### src/rtl/riscv_mem_stage.sv
// riscv_mem_stage: RV32 memory stage -- data-bus request/ack handshake with ack timeout and MEM/WB register.
// Define MISALIGN_TRAP_EN to trap misaligned halfword/word accesses instead of masking the low offset bits.
module riscv_mem_stage #(
  parameter int XLEN          = 32,
  parameter int P_ACK_TIMEOUT = 255
) (
  input  logic            i_clk,
  input  logic            i_rstn,
  input  logic            i_valid_m,
  input  logic            i_reg_write_m,
  input  logic [1:0]      i_result_src_m,
  input  logic            i_mem_write_m,
  input  logic [XLEN-1:0] i_alu_result_m,
  input  logic [XLEN-1:0] i_write_data_m,
  input  logic [4:0]      i_rd_m,
  input  logic [XLEN-1:0] i_pc_plus_4m,
  input  logic [2:0]      i_funct3_m,
  output logic            o_dmem_req,
  output logic            o_dmem_we,
  output logic [XLEN-1:0] o_dmem_addr,
  output logic [XLEN-1:0] o_dmem_wdata,
  output logic [3:0]      o_dmem_be,
  input  logic            i_dmem_ack,
  input  logic [XLEN-1:0] i_dmem_rdata,
  output logic            o_stall_m,
  output logic            o_reg_write_w,
  output logic [1:0]      o_result_src_w,
  output logic [XLEN-1:0] o_read_data_w,
  output logic [XLEN-1:0] o_alu_result_w,
  output logic [4:0]      o_rd_w,
  output logic [XLEN-1:0] o_pc_plus_4w,
  output logic            o_bus_err_w,
  output logic            o_misalign_w
);

  localparam logic [7:0] LP_TIMEOUT = 8'(P_ACK_TIMEOUT);

  typedef enum logic {S_IDLE, S_WAIT} state_t;
  state_t r_state, w_state_nxt;

  logic            r_active;
  logic [7:0]      r_cnt;
  logic [XLEN-1:0] r_addr, r_wdata, r_alu, r_pc4;
  logic [3:0]      r_be;
  logic [2:0]      r_funct3;
  logic [1:0]      r_off, r_result_src;
  logic            r_we, r_reg_write;
  logic [4:0]      r_rd;

  logic            w_is_load, w_is_store, w_misalign, w_new_req, w_timeout;
  logic [1:0]      w_off;
  logic [3:0]      w_st_be;
  logic [XLEN-1:0] w_st_wdata, w_addr;

  function automatic logic [1:0] eff_off(input logic [2:0] f3, input logic [1:0] a);
    case (f3[1:0])
      2'b00:   return a;
      2'b01:   return {a[1], 1'b0};
      default: return 2'b00;
    endcase
  endfunction

  function automatic logic [XLEN-1:0] ld_ext(input logic [2:0] f3, input logic [1:0] off,
                                             input logic [XLEN-1:0] d);
    logic [XLEN-1:0] s;
    s = d >> {off, 3'b000};
    case (f3)
      3'b000:  return {{(XLEN-8){s[7]}}, s[7:0]};
      3'b001:  return {{(XLEN-16){s[15]}}, s[15:0]};
      3'b100:  return {{(XLEN-8){1'b0}}, s[7:0]};
      3'b101:  return {{(XLEN-16){1'b0}}, s[15:0]};
      default: return d;
    endcase
  endfunction

  assign w_is_load  = i_valid_m && (i_result_src_m == 2'b01);
  assign w_is_store = i_valid_m && i_mem_write_m;
  assign w_addr     = {i_alu_result_m[XLEN-1:2], 2'b00};
  assign w_off      = eff_off(i_funct3_m, i_alu_result_m[1:0]);

`ifdef MISALIGN_TRAP_EN
  assign w_misalign = (w_is_load || w_is_store) &&
                      (((i_funct3_m[1:0] == 2'b01) && i_alu_result_m[0]) ||
                       ((i_funct3_m[1:0] == 2'b10) && (i_alu_result_m[1:0] != 2'b00)));
`else
  assign w_misalign   = 1'b0;
  assign o_misalign_w = 1'b0;
`endif

  // r_active keeps the combinational request path quiet from reset assertion until the first edge after release.
  assign w_new_req = r_active && (w_is_load || w_is_store) && !w_misalign;
  assign w_timeout = (r_state == S_WAIT) && (r_cnt == LP_TIMEOUT);

  always_comb begin
    w_st_be    = 4'b1111;
    w_st_wdata = i_write_data_m;
    case (i_funct3_m[1:0])
      2'b00: begin
        w_st_be    = 4'b0001 << w_off;
        w_st_wdata = {4{i_write_data_m[7:0]}};
      end
      2'b01: begin
        w_st_be    = 4'b0011 << w_off;
        w_st_wdata = {2{i_write_data_m[15:0]}};
      end
      default: ;
    endcase
  end

  always_ff @(posedge i_clk or negedge i_rstn) begin
    if (!i_rstn) begin
      r_active <= 1'b0;
      r_state  <= S_IDLE;
    end else begin
      r_active <= 1'b1;
      r_state  <= w_state_nxt;
    end
  end

  always_comb begin
    w_state_nxt = r_state;
    case (r_state)
      S_IDLE:  if (w_new_req && !i_dmem_ack) w_state_nxt = S_WAIT;
      S_WAIT:  if (w_timeout || i_dmem_ack) w_state_nxt = S_IDLE;
      default: w_state_nxt = S_IDLE;
    endcase
  end

  always_comb begin
    o_dmem_req   = 1'b0;
    o_dmem_we    = 1'b0;
    o_dmem_addr  = '0;
    o_dmem_wdata = '0;
    o_dmem_be    = '0;
    o_stall_m    = 1'b0;
    case (r_state)
      S_IDLE: if (w_new_req) begin
        o_dmem_req   = 1'b1;
        o_dmem_we    = w_is_store;
        o_dmem_addr  = w_addr;
        o_dmem_wdata = w_is_store ? w_st_wdata : '0;
        o_dmem_be    = w_is_store ? w_st_be : 4'b1111;
        o_stall_m    = !i_dmem_ack;
      end
      S_WAIT: if (!w_timeout) begin
        o_dmem_req   = 1'b1;
        o_dmem_we    = r_we;
        o_dmem_addr  = r_addr;
        o_dmem_wdata = r_wdata;
        o_dmem_be    = r_be;
        o_stall_m    = !i_dmem_ack;
      end
      default: ;
    endcase
  end

  // Access fields are snapshotted every IDLE cycle; only the one leading into WAIT matters.
  always_ff @(posedge i_clk or negedge i_rstn) begin
    if (!i_rstn) begin
      r_cnt        <= '0;
      r_addr       <= '0;
      r_wdata      <= '0;
      r_be         <= '0;
      r_we         <= 1'b0;
      r_funct3     <= '0;
      r_off        <= '0;
      r_reg_write  <= 1'b0;
      r_result_src <= '0;
      r_rd         <= '0;
      r_alu        <= '0;
      r_pc4        <= '0;
    end else begin
      r_cnt <= (r_state == S_WAIT) ? r_cnt + 8'd1 : '0;
      if (r_state == S_IDLE) begin
        r_addr       <= w_addr;
        r_wdata      <= w_is_store ? w_st_wdata : '0;
        r_be         <= w_is_store ? w_st_be : 4'b1111;
        r_we         <= w_is_store;
        r_funct3     <= i_funct3_m;
        r_off        <= w_off;
        r_reg_write  <= i_reg_write_m;
        r_result_src <= i_result_src_m;
        r_rd         <= i_rd_m;
        r_alu        <= i_alu_result_m;
        r_pc4        <= i_pc_plus_4m;
      end
    end
  end

  always_ff @(posedge i_clk or negedge i_rstn) begin
    if (!i_rstn) begin
      o_reg_write_w  <= 1'b0;
      o_result_src_w <= '0;
      o_read_data_w  <= '0;
      o_alu_result_w <= '0;
      o_rd_w         <= '0;
      o_pc_plus_4w   <= '0;
      o_bus_err_w    <= 1'b0;
`ifdef MISALIGN_TRAP_EN
      o_misalign_w   <= 1'b0;
`endif
    end else if (o_stall_m) begin
      o_reg_write_w <= 1'b0;
      o_bus_err_w   <= 1'b0;
`ifdef MISALIGN_TRAP_EN
      o_misalign_w  <= 1'b0;
`endif
    end else if (r_state == S_WAIT) begin
      o_result_src_w <= r_result_src;
      o_alu_result_w <= r_alu;
      o_rd_w         <= r_rd;
      o_pc_plus_4w   <= r_pc4;
      o_reg_write_w  <= w_timeout ? 1'b0 : r_reg_write;
      o_bus_err_w    <= w_timeout;
`ifdef MISALIGN_TRAP_EN
      o_misalign_w   <= 1'b0;
`endif
      if (!w_timeout && !r_we) o_read_data_w <= ld_ext(r_funct3, r_off, i_dmem_rdata);
    end else begin
      o_result_src_w <= i_result_src_m;
      o_alu_result_w <= i_alu_result_m;
      o_rd_w         <= i_rd_m;
      o_pc_plus_4w   <= i_pc_plus_4m;
      o_reg_write_w  <= r_active && i_valid_m && i_reg_write_m && !w_misalign;
      o_bus_err_w    <= 1'b0;
`ifdef MISALIGN_TRAP_EN
      o_misalign_w   <= w_misalign;
`endif
      if (w_new_req && w_is_load && !w_is_store && i_dmem_ack)
        o_read_data_w <= ld_ext(i_funct3_m, w_off, i_dmem_rdata);
    end
  end

endmodule

### config.mk
export PLATFORM = sky130hd
export DESIGN_NAME = riscv_mem_stage
export DESIGN_NICKNAME = d
export VERILOG_FILES = /design/src/rtl/riscv_mem_stage.sv
export SDC_FILE = /design/constraint.sdc
export NUM_CORES = 1
export LEC_CHECK = 0
export CAP_MARGIN = 20
export CORE_AREA = 2 2 130 182
export DETAILED_ROUTE_END_ITERATION = 10
export DIE_AREA = 0 0 132 184
export PLACE_DENSITY_LB_ADDON = 0.12
export RECOVER_POWER = 25
export SLEW_MARGIN = 20
export SYNTH_ARGS = -nofsm -noshare
export SYNTH_HDL_FRONTEND = slang
export SYNTH_SLANG_ARGS = --single-unit
### constraint.sdc
create_clock -name i_clk -period 7.44 [get_ports i_clk]
set_input_delay 1.86 -clock i_clk [delete_from_list [all_inputs] [get_ports i_clk]]
set_output_delay 1.86 -clock i_clk [all_outputs]
set_load 0.1 [all_outputs]
==> summary.txt, run 1 <==
Die
  • # IOs: 321
  • Die Y: 184 um
  • Row count: 65
  • Initial Utilization: 52.4%
  • Die area: 24300 um^2
  • Total core area: 22500 um^2
  • Die width: 132 um

Synthesis
  • Top cells by count, synth: 259 x dfrtp_1, 233 x nand2_1, 127 x mux2_2, 66 x nor2_1, 49 x o22ai_1
  • Asr flop ratio synth: 100%
  • Yosys reg bits: 259
  • Post-Synthesis Mean Instance Area: 10.8 um^2
  • Unique cell type count in the Yosys netlist: 57
  • Largest family of logic cells by synthesized area: multiplexers
  • Top cell type's share of synthesized area: 54.9%
  • Register area share after synthesis: 54.9%
  • Post-synthesis mux area share: 15.5%
  • Post-Syn Area: 11800 um^2
  • Cells after synthesis: 1095
  • Most frequent cell after synthesis: dfrtp_1
  • Complex-gate fraction of the synthesized area: 13.8%
  • Dominant cell type by area after synthesis: dfrtp_1
  • Xor and xnor area share after synthesis: 0.297%
  • Post-synth EDFFs: 0
  • Synth Area in Simple Gates: 11.7%
  • Dominant cells by area after synthesis: dfrtp_1 55%, mux2_2 12%, nand2_1 7.4%, mux2i_1 3.2%, o22ai_1 2.6%
  • YS warnings: 0
  • Primary FF master, synth: dfrtp_1
  • Synthesized-area fraction occupied by adder cells: 0.106%

Critical path
  • CP startpoint: r_state
  • CP max FO: 88
  • Worst r2r src: r_state
  • Nature of the critical path endpoint: primary output
  • Worst Path Arrival: 4.44 ns
  • Cell breakdown of the critical path: inv_1 > clkbuf_1 > nor2_1 > a21o_4 > buf_4
  • Worst setup SP type: flip-flop
  • Flop2flop setup slack: 2.90 ns
  • Worst Reg-to-Reg Cells: 6
  • Crit path buf inv count: 3
  • Critical path type: flip-flop to primary output
  • CP top delay family: buffers and inverters
  • Crit-path slowest cell: clkbuf_1
  • Delay of the slowest critical-path stage: 1.81 ns
  • Worst EP required: 5.58 ns
  • Crit Reg-Reg Endpoint: o_pc_plus_4w[27]

Global routing
  • Global-route wire length before repair: 51500 um
  • Largest net degree at the start of global routing: 143
  • Grt ovf: 0
  • Vias in the first global route: 9736
  • Initial antenna violation count: 1
  • GRT Util Overall: 26.1%

Min path
  • End point of the worst hold path: r_addr[15]
  • Hold crit path type: flip-flop to flip-flop
  • Worst hold stages: 2
  • Worst hold path startpoint: r_addr[15]

Layout
  • Non-Filler Instances: 1688
  • Nets: 1513
  • Share of cells above drive strength 1: 19.4%
  • Area added between synthesis and finish: 34.2%

CTS
  • Post-CTS Resized: 0
  • Clock sinks: 259
  • CTS buffer count: 26
  • Cts hold-fix bufs: 0
  • Setup repair bufs after CTS: 0
  • Latest clock arrival within the worst-skew pair: 0.52 ns
  • CTS tree: done
  • Clock Tree Root: clkbuf_16
  • H-tree Lvls: 1
  • Max clock buf depth: 3
  • Clk slew on worst S/H paths: 0.06 ns

Pwr
  • Combinational share of power: 36.9%
  • Sw Share: 40.6%
  • P_sw: 0.00198 W
  • Maximum VDD drop: 0.000280 V
  • Internal power: 0.00290 W
  • Clock power share: 28.5%
  • Seq pwr share: 34.6%
  • P_leak: 6.95 nW
  • Cell Pwr Density: 308 nW/um^2

Routing
  • DRC Markers: 0
  • Avg WL per Cell: 18.9 um
  • ANT nets after route: 0
  • Drt first pass iters: 5
  • Via Count: 9497
  • Via density: 5.63
  • Initial DRC count: 631
  • Routed WL: 32000 um

Timing
  • Worst Tran Pin Value: 2.98 ns
  • RSZ-0062 raised after global routing: false
  • Setup_tns: 0 ns
  • Final slew viol count: 173
  • Max transition margin: -98.9%
  • Final setup violation count: 0
  • Setup Skew: 0.0154 ns
  • Hold Vio Cnt, Final: 0
  • Minimum clock period: 6.30 ns
  • Peak Freq: 0.159 GHz
  • Final period utilization: 84.7%

Placement
  • Post-detail-place hpwl: 21400 um
  • Port bufs: 317
  • RD Place Congestion: 0.866
  • Cells after DPL: 1641

Run status
  • Violated checks: max-capacitance violations, max-slew violations
  • Status: finished with violations

Run
  • MaxCap Viol Count: 2
## final cells by class
| class | instances | area [um^2] |
|---|---|---|
| fill | 1721 | 6690 |
| clock buffer | 31 | 711 |
| tap | 301 | 377 |
| timing repair buffer | 327 | 3070 |
| antenna | 1 | 2.50 |
| inverter | 12 | 45.0 |
| multi-input combinational | 742 | 4940 |
| clock inverter | 15 | 208 |
| sequential | 259 | 6480 |
## registers in the layout, summed over array words and instances (netlist names), 3 cells and up
signal	flops
o_read_data_w	32
o_alu_result_w	32
r_wdata	32
r_be	4
r_funct3	3
r_alu	32
r_cnt	8
r_addr	30
o_pc_plus_4w	32
o_rd_w	5
r_rd	5
r_pc4	32
## per-stage QoR
| step | power [W] | instance area (um^2) | setup slack (ns) | util (%) | hold slack [ns] |
|---|---|---|---|---|---|
| global route | 0.00507 | 15800 | 0.796 | 70.3 | 0.488 |
| floorplan | 0.00302 | 11800 | 0.495 | - | 0.425 |
| detailed placement | 0.00352 | 14900 | 1.51 | 66.3 | 0.454 |
| global placement | 0.00350 | 14900 | 1.53 | 66.3 | 0.449 |
| finish | 0.00488 | 15800 | 1.14 | 70.3 | 0.464 |
| CTS | 0.00492 | 15800 | 1.49 | 70.4 | 0.470 |
## cells by family after synthesis
group / count (synthesis)
AOI/OAI and AO/OA: 233
xor gates and xnor gates: 4
adders and majority gates: 1
buffers and inverters: 96
DFF: 259
muxes: 166
other: 2
and+or+nand+nor: 334
## power by group through the flow
stage / Combinational, W / Clock [W] / Sequential (W)
global placement: 0.00179 / 0 / 0.00170
detailed placement: 0.00180 / 0 / 0.00171
finish: 0.00180 / 0.00139 / 0.00169
floorplan: 0.000518 / 0 / 0.00251
global route: 0.00187 / 0.00148 / 0.00171
CTS: 0.00181 / 0.00142 / 0.00169
## how the worst max path moves through the flow
stage / to / slack [ns] / cells past startpoint
final: o_stall_m / 1.14 / 5
after CTS: o_dmem_be[1] / 1.49 / 7
after floorplan: o_dmem_be[2] / 0.49 / 5
after global routing: o_stall_m / 0.80 / 5
after global placement: o_dmem_be[1] / 1.53 / 7
after detailed placement: o_dmem_be[1] / 1.51 / 7
## cell usage in the layout, fill, tap and decap left out, types with 16 or more instances in the layout
cell / n
nand2_1: 233
nor2_1: 65
mux2i_1: 38
clkdlybuf4s50_1: 244
o21ai_0: 44
clkbuf_16: 27
a32o_1: 16
o22ai_1: 49
a221oi_1: 16
a21oi_1: 27
dfrtp_1: 258
buf_4: 77
mux2_2: 127
## worst reg2reg max path: cells and delay by family (launching register included)
| kind | cells | cell delay [ns] |
|---|---|---|
| muxes | 1 | 0.40 |
| buffers and inverters | 3 | 2.36 |
| DFF | 1 | 0.78 |
| AOI/OAI and AO/OA | 1 | 0.49 |
| and+or+nand+nor | 1 | 0.39 |
## routing by layer
| layer | vias up | share of wire, % | global-route usage (%) |
|---|---|---|---|
| met1 | 4624 | 39 | 32.0 |
| met3 | 75 | 7.9 | 6.75 |
| met5 | - | 0 | 0 |
| li1 | 4415 | - | - |
| met4 | 0 | 4.0 | 11.3 |
| met2 | 383 | 49 | 43.9 |
Power figures use the tool's default switching activity.
==> inputs of run 2 (changes only) <==
- CORE_AREA: 2 2 130 182 -> 2 2 135 189
- DIE_AREA: 0 0 132 184 -> 0 0 137 191
- clock period: 7.44 -> 6.4 ns (I/O delays scaled with it)
==> run 2 against run 1 <==
Net effect: the run now ends clean; non-clock buffer count up 6; utilization shrank 4.8 points; flip-flop and latch count unchanged.
==> summary.txt, run 2 (synthesized netlist as in run 1, its figures left out) <==
Placement
  • RD Place Congestion: 0.897 (+3.5%)
  • Post-detail-place hpwl: 22100 um (+3.3%)
  • Dpl cell area: 15100 um^2 (+1.4%)
  • Port bufs: 317 (unchanged)
  • Cells after DPL: 1660 (+1.2%)

Critical path
  • Worst r2r src: r_state
  • Nature of the critical path endpoint: primary output
  • Crit-path slowest cell: or3b_2
  • CP max FO: 16 (-82%)
  • Worst EP required: 4.80 ns (-0.78 ns)
  • Worst Path Arrival: 3.85 ns (-0.59 ns)
  • Critical path type: input port to primary output
  • CP top delay family: buffers and inverters
  • Crit path buf inv count: 2 (-1)
  • Worst setup SP type: input port
  • Crit Reg-Reg Endpoint: o_read_data_w[21]
  • Flop2flop setup slack: 2.75 ns (-0.15 ns)
  • Delay of the slowest critical-path stage: 0.75 ns (-1.06 ns)
  • Worst Reg-to-Reg Cells: 8 (+2)
  • Cell breakdown of the critical path: clkdlybuf4s50_1 > or3b_2 > a211oi_1 > o32ai_2 > buf_12

Die
  • Die Y: 191 um (+3.8%)
  • Initial Utilization: 48.1% (-4.2 points)
  • Total core area: 24500 um^2 (+8.8%)
  • # IOs: 321 (unchanged)
  • Die width: 137 um (+3.8%)
  • Row count: 68 (+4.6%)
  • Die area: 26200 um^2 (+7.7%)

Pwr
  • Combinational share of power: 37.4% (+0.5 points)
  • P_leak: 7.02 nW (+0.96%)
  • Cell Pwr Density: 352 nW/um^2 (+14%)
  • Clock power share: 27.9% (-0.6 points)
  • Maximum VDD drop: 0.000299 V (+6.7%)
  • Internal power: 0.00334 W (+15%)
  • Sw Share: 40.9% (+0.31 points)
  • P_sw: 0.00231 W (+17%)
  • Seq pwr share: 34.7% (about the same)

Routing
  • Via density: 5.64 (+0.24%)
  • ANT nets after route: 0 (unchanged)
  • Via Count: 9633 (+1.4%)
  • Drt first pass iters: 5 (unchanged)
  • Initial DRC count: 617 (-2.2%)
  • Avg WL per Cell: 19.3 um (+2.0%)
  • DRC Markers: 0 (unchanged)
  • Routed WL: 33000 um (+3.2%)

CTS
  • CTS tree: done
  • Clock sinks: 259 (unchanged)
  • Setup repair bufs after CTS: 0 (unchanged)
  • Cts hold-fix bufs: 0 (unchanged)
  • Clock Tree Root: clkbuf_16
  • H-tree Lvls: 1 (unchanged)
  • Clk slew on worst S/H paths: 0.06 ns (about the same)
  • CTS buffer count: 26 (unchanged)
  • Max clock buf depth: 3 (unchanged)
  • Latest clock arrival within the worst-skew pair: 0.53 ns (about the same)
  • Post-CTS Resized: 0 (unchanged)

Timing
  • Setup Skew: 0.00719 ns (-0.00819 ns)
  • Minimum clock period: 5.45 ns
  • Final slew viol count: 0 (-100%)
  • Final setup violation count: 0 (unchanged)
  • Final period utilization: 85.2%
  • Peak Freq: 0.183 GHz
  • RSZ-0062 raised after global routing: false
  • Max transition margin: 25.8% (+120 points)
  • Hold Vio Cnt, Final: 0 (unchanged)
  • Setup_tns: 0 ns (unchanged)
  • Worst Tran Pin Value: 1.11 ns (-1.87 ns)

Run status
  • Status: finished, final reports clean

Min path
  • Hold crit path type: flip-flop to flip-flop
  • Worst hold stages: 1 (-1)
  • Worst hold path startpoint: r_cnt[0]
  • End point of the worst hold path: r_cnt[0]

Global routing
  • GRT Util Overall: 24.7% (-1.5 points)
  • Global-route wire length before repair: 50900 um (-1.2%)
  • Vias in the first global route: 9383 (-3.6%)
  • Largest net degree at the start of global routing: 121 (-15%)
  • Initial antenna violation count: 1 (unchanged)
  • Grt ovf: 0 (unchanged)

Layout
  • Non-Filler Instances: 1708 (+1.2%)
  • Leading cell type in the layout, fill and taps excluded: dfrtp_1
  • Share of cells above drive strength 1: 19.7% (+0.28 points)
  • Commonest non-fill, non-tap cells in the layout: 257 x dfrtp_1, 233 x nand2_1, 208 x clkdlybuf4s50_1, 127 x mux2_2, 72 x buf_4
  • Area added between synthesis and finish: 36.0%
  • Design Area, Final: 16100 um^2 (+1.3%)
  • Nets: 1519 (+0.40%)

Run
  • MaxCap Viol Count: 0 (-2)
## run 2: cell types whose count changed in the layout (fill, tap and decap cells not counted), sizes merged
cell,before,now
clkdlybuf4s50,244,208
bufinv,5,3
clkinv,11,6
clkbuf,33,38
dlygate4sd3,2,38
buf,79,87
## run 2: worst register-to-register path, delay by kind of cell, from the launching register on
kind / cells / cell delay, ns
AO/OA/AOI/OAI: 3 / 1.22
AND/OR/NAND/NOR: 2 / 0.26
flip-flops: 1 / 0.88
buffers and inverters: 3 / 1.21
## run 2: area by class of cell
cell class	instances	area [um^2]
clock buffer	38	767
tap	315	394
inverter	12	45.0
clock inverter	8	126
fill	1975	8450
timing repair buffer	333	3280
sequential	259	6490
multi-input combinational	742	4950
antenna	1	2.50
## run 2: per-stage QoR
step,setup WS [ns],utilization [%],power (W),hold WS [ns]
after CTS,0.966,65.4,0.00570,0.464
after floorplan,0.459,-,0.00352,0.425
final,0.946,65.5,0.00565,0.462
after global placement,1.03,61.7,0.00409,0.438
after detailed placement,0.982,61.8,0.00411,0.448
after global routing,0.871,65.5,0.00586,0.490
## run 2: worst max-delay path by stage
stage               depth (start not counted)           end  slack, ns         startpoint
finish                                      5  o_dmem_be[2]       0.95      i_funct3_m[0]
floorplan                                   5  o_dmem_be[1]       0.46      i_funct3_m[0]
global route                                5  o_dmem_be[2]       0.87      i_funct3_m[0]
CTS                                         5  o_dmem_be[2]       0.97      i_funct3_m[0]
detailed placement                          5  o_dmem_be[2]       0.98      i_funct3_m[0]
global placement                            6  o_dmem_be[1]       1.03  i_result_src_m[0]
## run 2: routing by layer
layer	global-route usage (%)	wire length [um]	up-vias
met5	0	0	-
met4	10.4	1270	0
met3	5.41	2490	75
met2	40.1	16100	383
met1	31.8	13100	4739
li1	-	-	4436
## run 2: power by group through the flow
stage | Clock (W) | Sequential, W | Combinational (W)
CTS | 0.00162 | 0.00196 | 0.00212
finish | 0.00158 | 0.00196 | 0.00211
global route | 0.00168 | 0.00198 | 0.00220
floorplan | 0 | 0.00291 | 0.000602
global placement | 0 | 0.00198 | 0.00211
detailed placement | 0 | 0.00199 | 0.00212
==> inputs of run 3 (changes only) <==
- SLEW_MARGIN: 20 -> 15
==> run 3 against run 2 <==
Net effect: power increased by 1.6%; highest routed layer unchanged; utilization is 0.22 points higher; hold slack improved by 0.0028 ns.
==> summary.txt, run 3 (synthesized netlist as in run 1, its figures left out) <==
Timing
  • Hold Vio Cnt, Final: 0 (unchanged)
  • Final period utilization: 85.3% (about the same)
  • Final slew viol count: 0 (unchanged)
  • Minimum clock period: 5.46 ns (+0.00242 ns)
  • Post-route setup slack: 0.943 ns (-0.00242 ns)
  • Peak Freq: 0.183 GHz (about the same)
  • Setup_tns: 0 ns (unchanged)
  • RSZ-0062 raised after global routing: false
  • Worst Tran Pin Value: 1.11 ns (+0.00160 ns)
  • Final setup violation count: 0 (unchanged)
  • Max transition margin: 25.7% (-0.11 points)
  • Setup Skew: 0.0109 ns (+0.00375 ns)

Critical path
  • Critical path type: input port to primary output
  • Worst Path Arrival: 3.86 ns (about the same)
  • CP top delay family: buffers and inverters
  • Crit path buf inv count: 2 (unchanged)
  • Cell breakdown of the critical path: dlygate4sd3_1 > nor2b_1 > o21ai_4 > nand2b_1 > o21ai_0 > buf_4
  • Delay of the slowest critical-path stage: 0.58 ns (-0.17 ns)
  • Worst setup SP type: input port
  • CP max FO: 20 (+4)
  • Worst EP required: 4.80 ns (about the same)
  • Crit-path slowest cell: dlygate4sd3_1
  • Flop2flop setup slack: 2.79 ns (+0.04 ns)
  • WP depth: 6 (+1)
  • Nature of the critical path endpoint: primary output
  • Worst Reg-to-Reg Cells: 5 (-3)

Min path
  • Worst hold stages: 1 (unchanged)
  • Hold crit path type: flip-flop to flip-flop

Global routing
  • GR Util met3: 4.83% (-0.58 points)
  • Global-route wire length before repair: 50800 um (about the same)
  • Met2 usage: 40.2% (+0.096 points)
  • Busiest grt layer: met2
  • Largest net degree at the start of global routing: 121 (unchanged)
  • Initial antenna violation count: 1 (unchanged)
  • Met1 usage: 32.1% (+0.32 points)
  • Grt ovf: 0 (unchanged)
  • Vias in the first global route: 9338 (-0.48%)
  • GRT Util Overall: 24.7% (-0.028 points)

Placement
  • Pre-CTS setup slack: 0.975 ns (-0.00732 ns)
  • Port bufs: 317 (unchanged)
  • Post-detail-place hpwl: 22100 um (-0.12%)
  • RD Place Congestion: 0.897 (unchanged)

Routing
  • Drt first pass iters: 5 (unchanged)
  • Via Count: 9602 (-0.32%)
  • ANT nets after route: 0 (unchanged)
  • Routed WL: 33000 um (about the same)
  • Avg WL per Cell: 19.3 um (-0.10%)
  • DRC Markers: 0 (unchanged)
  • Initial DRC count: 682 (+11%)
  • Via density: 5.62 (-0.44%)

Die
  • Total core area: 24500 um^2 (unchanged)
  • # IOs: 321 (unchanged)
  • Die width: 137 um (unchanged)
  • Row count: 68 (unchanged)
  • Die Y: 191 um (unchanged)
  • Die area: 26200 um^2 (unchanged)
  • Initial Utilization: 48.1% (unchanged)

Pwr
  • P_leak: 7.04 nW (+0.28%)
  • Cell Pwr Density: 356 nW/um^2 (+1.3%)
  • PnR Total Power: 0.00574 W (+1.6%)
  • Maximum VDD drop: 0.000308 V (+3.0%)

Layout
  • Leading cell type in the layout, fill and taps excluded: dfrtp_1
  • Area of the multi-input gates: 4950 um^2 (unchanged)
  • Fin util: 65.7% (+0.22 points)
  • Commonest non-fill, non-tap cells in the layout: 258 x dfrtp_1, 233 x nand2_1, 209 x clkdlybuf4s50_1, 126 x mux2_2, 72 x buf_4
  • Seq. cell area: 6480 um^2 (about the same)
  • Nets: 1519 (unchanged)
  • Fillcell total: 1986 (+0.56%)
  • Area added between synthesis and finish: 36.5%
  • Share of cells above drive strength 1: 19.6% (-0.10 points)

CTS
  • Clk slew on worst S/H paths: 0.06 ns (about the same)
  • Setup repair bufs after CTS: 0 (unchanged)
  • Max clock buf depth: 3 (unchanged)
  • CTS tree: done
  • Clock sinks: 259 (unchanged)
  • Post-CTS Resized: 0 (unchanged)
  • CTS buffer count: 26 (unchanged)
  • Clock Tree Root: clkbuf_16
  • H-tree Lvls: 1 (unchanged)
  • Cts hold-fix bufs: 0 (unchanged)
  • Latest clock arrival within the worst-skew pair: 0.52 ns (about the same)

Run status
  • Status: finished, final reports clean

Run
  • MaxCap Viol Count: 0 (unchanged)
## run 3: layout make-up
cell class              count  area share (%)
clock buffers              38            4.70
inverters                  12           0.280
repair buffers            333            20.4
flip-flops and latches    259            40.3
diodes                      1          0.0155
clock inverters            10            1.20
multi-input cells         742            30.7
well taps                 315            2.45
## run 3: layer usage
layer,vias to the layer above,wire (um)
li1,4448,-
met1,4694,13200
met2,385,16100
met3,75,2480
met4,0,1280
met5,-,0
## run 3: report_power, final
group          total, W  switching, W  internal (W)
clock           0.00167      0.000645       0.00103
combinational   0.00211       0.00157      0.000543
sequential      0.00196      0.000113       0.00184
## run 3: path summary, 6_finish.rpt
| check | start | endpoint |
|---|---|---|
| worst max-delay path | i_result_src_m[0] | o_dmem_be[1] |
| min in group asynchronous | i_rstn | o_read_data_w[29] |
| worst min-delay path | r_cnt[0] | r_cnt[0] |
| max in group asynchronous | i_rstn | r_wdata[14] |
| worst min register to register | r_cnt[0] | r_cnt[0] |
| worst max register to register | r_state | o_pc_plus_4w[17] |
## run 3: metrics by stage
step	hold WS, ns	instances	area (um^2)
2_1_floorplan	0.425	1097	11800
3_3_place_gp	0.438	1659	15100
3_5_place_dp	0.448	1659	15100
4_1_cts	0.468	1707	16100
5_1_grt	0.481	1710	16100
6_report	0.465	1710	16100
## run 3: worst reg2reg max path: cells and delay by family, from the launching register on
family                 cells  cell delay [ns]
AOI/OAI and AO/OA          1             0.20
and+or+nand+nor            1             0.45
muxes                      1             0.48
DFF                        1             0.88
buffers and inverters      2             1.47
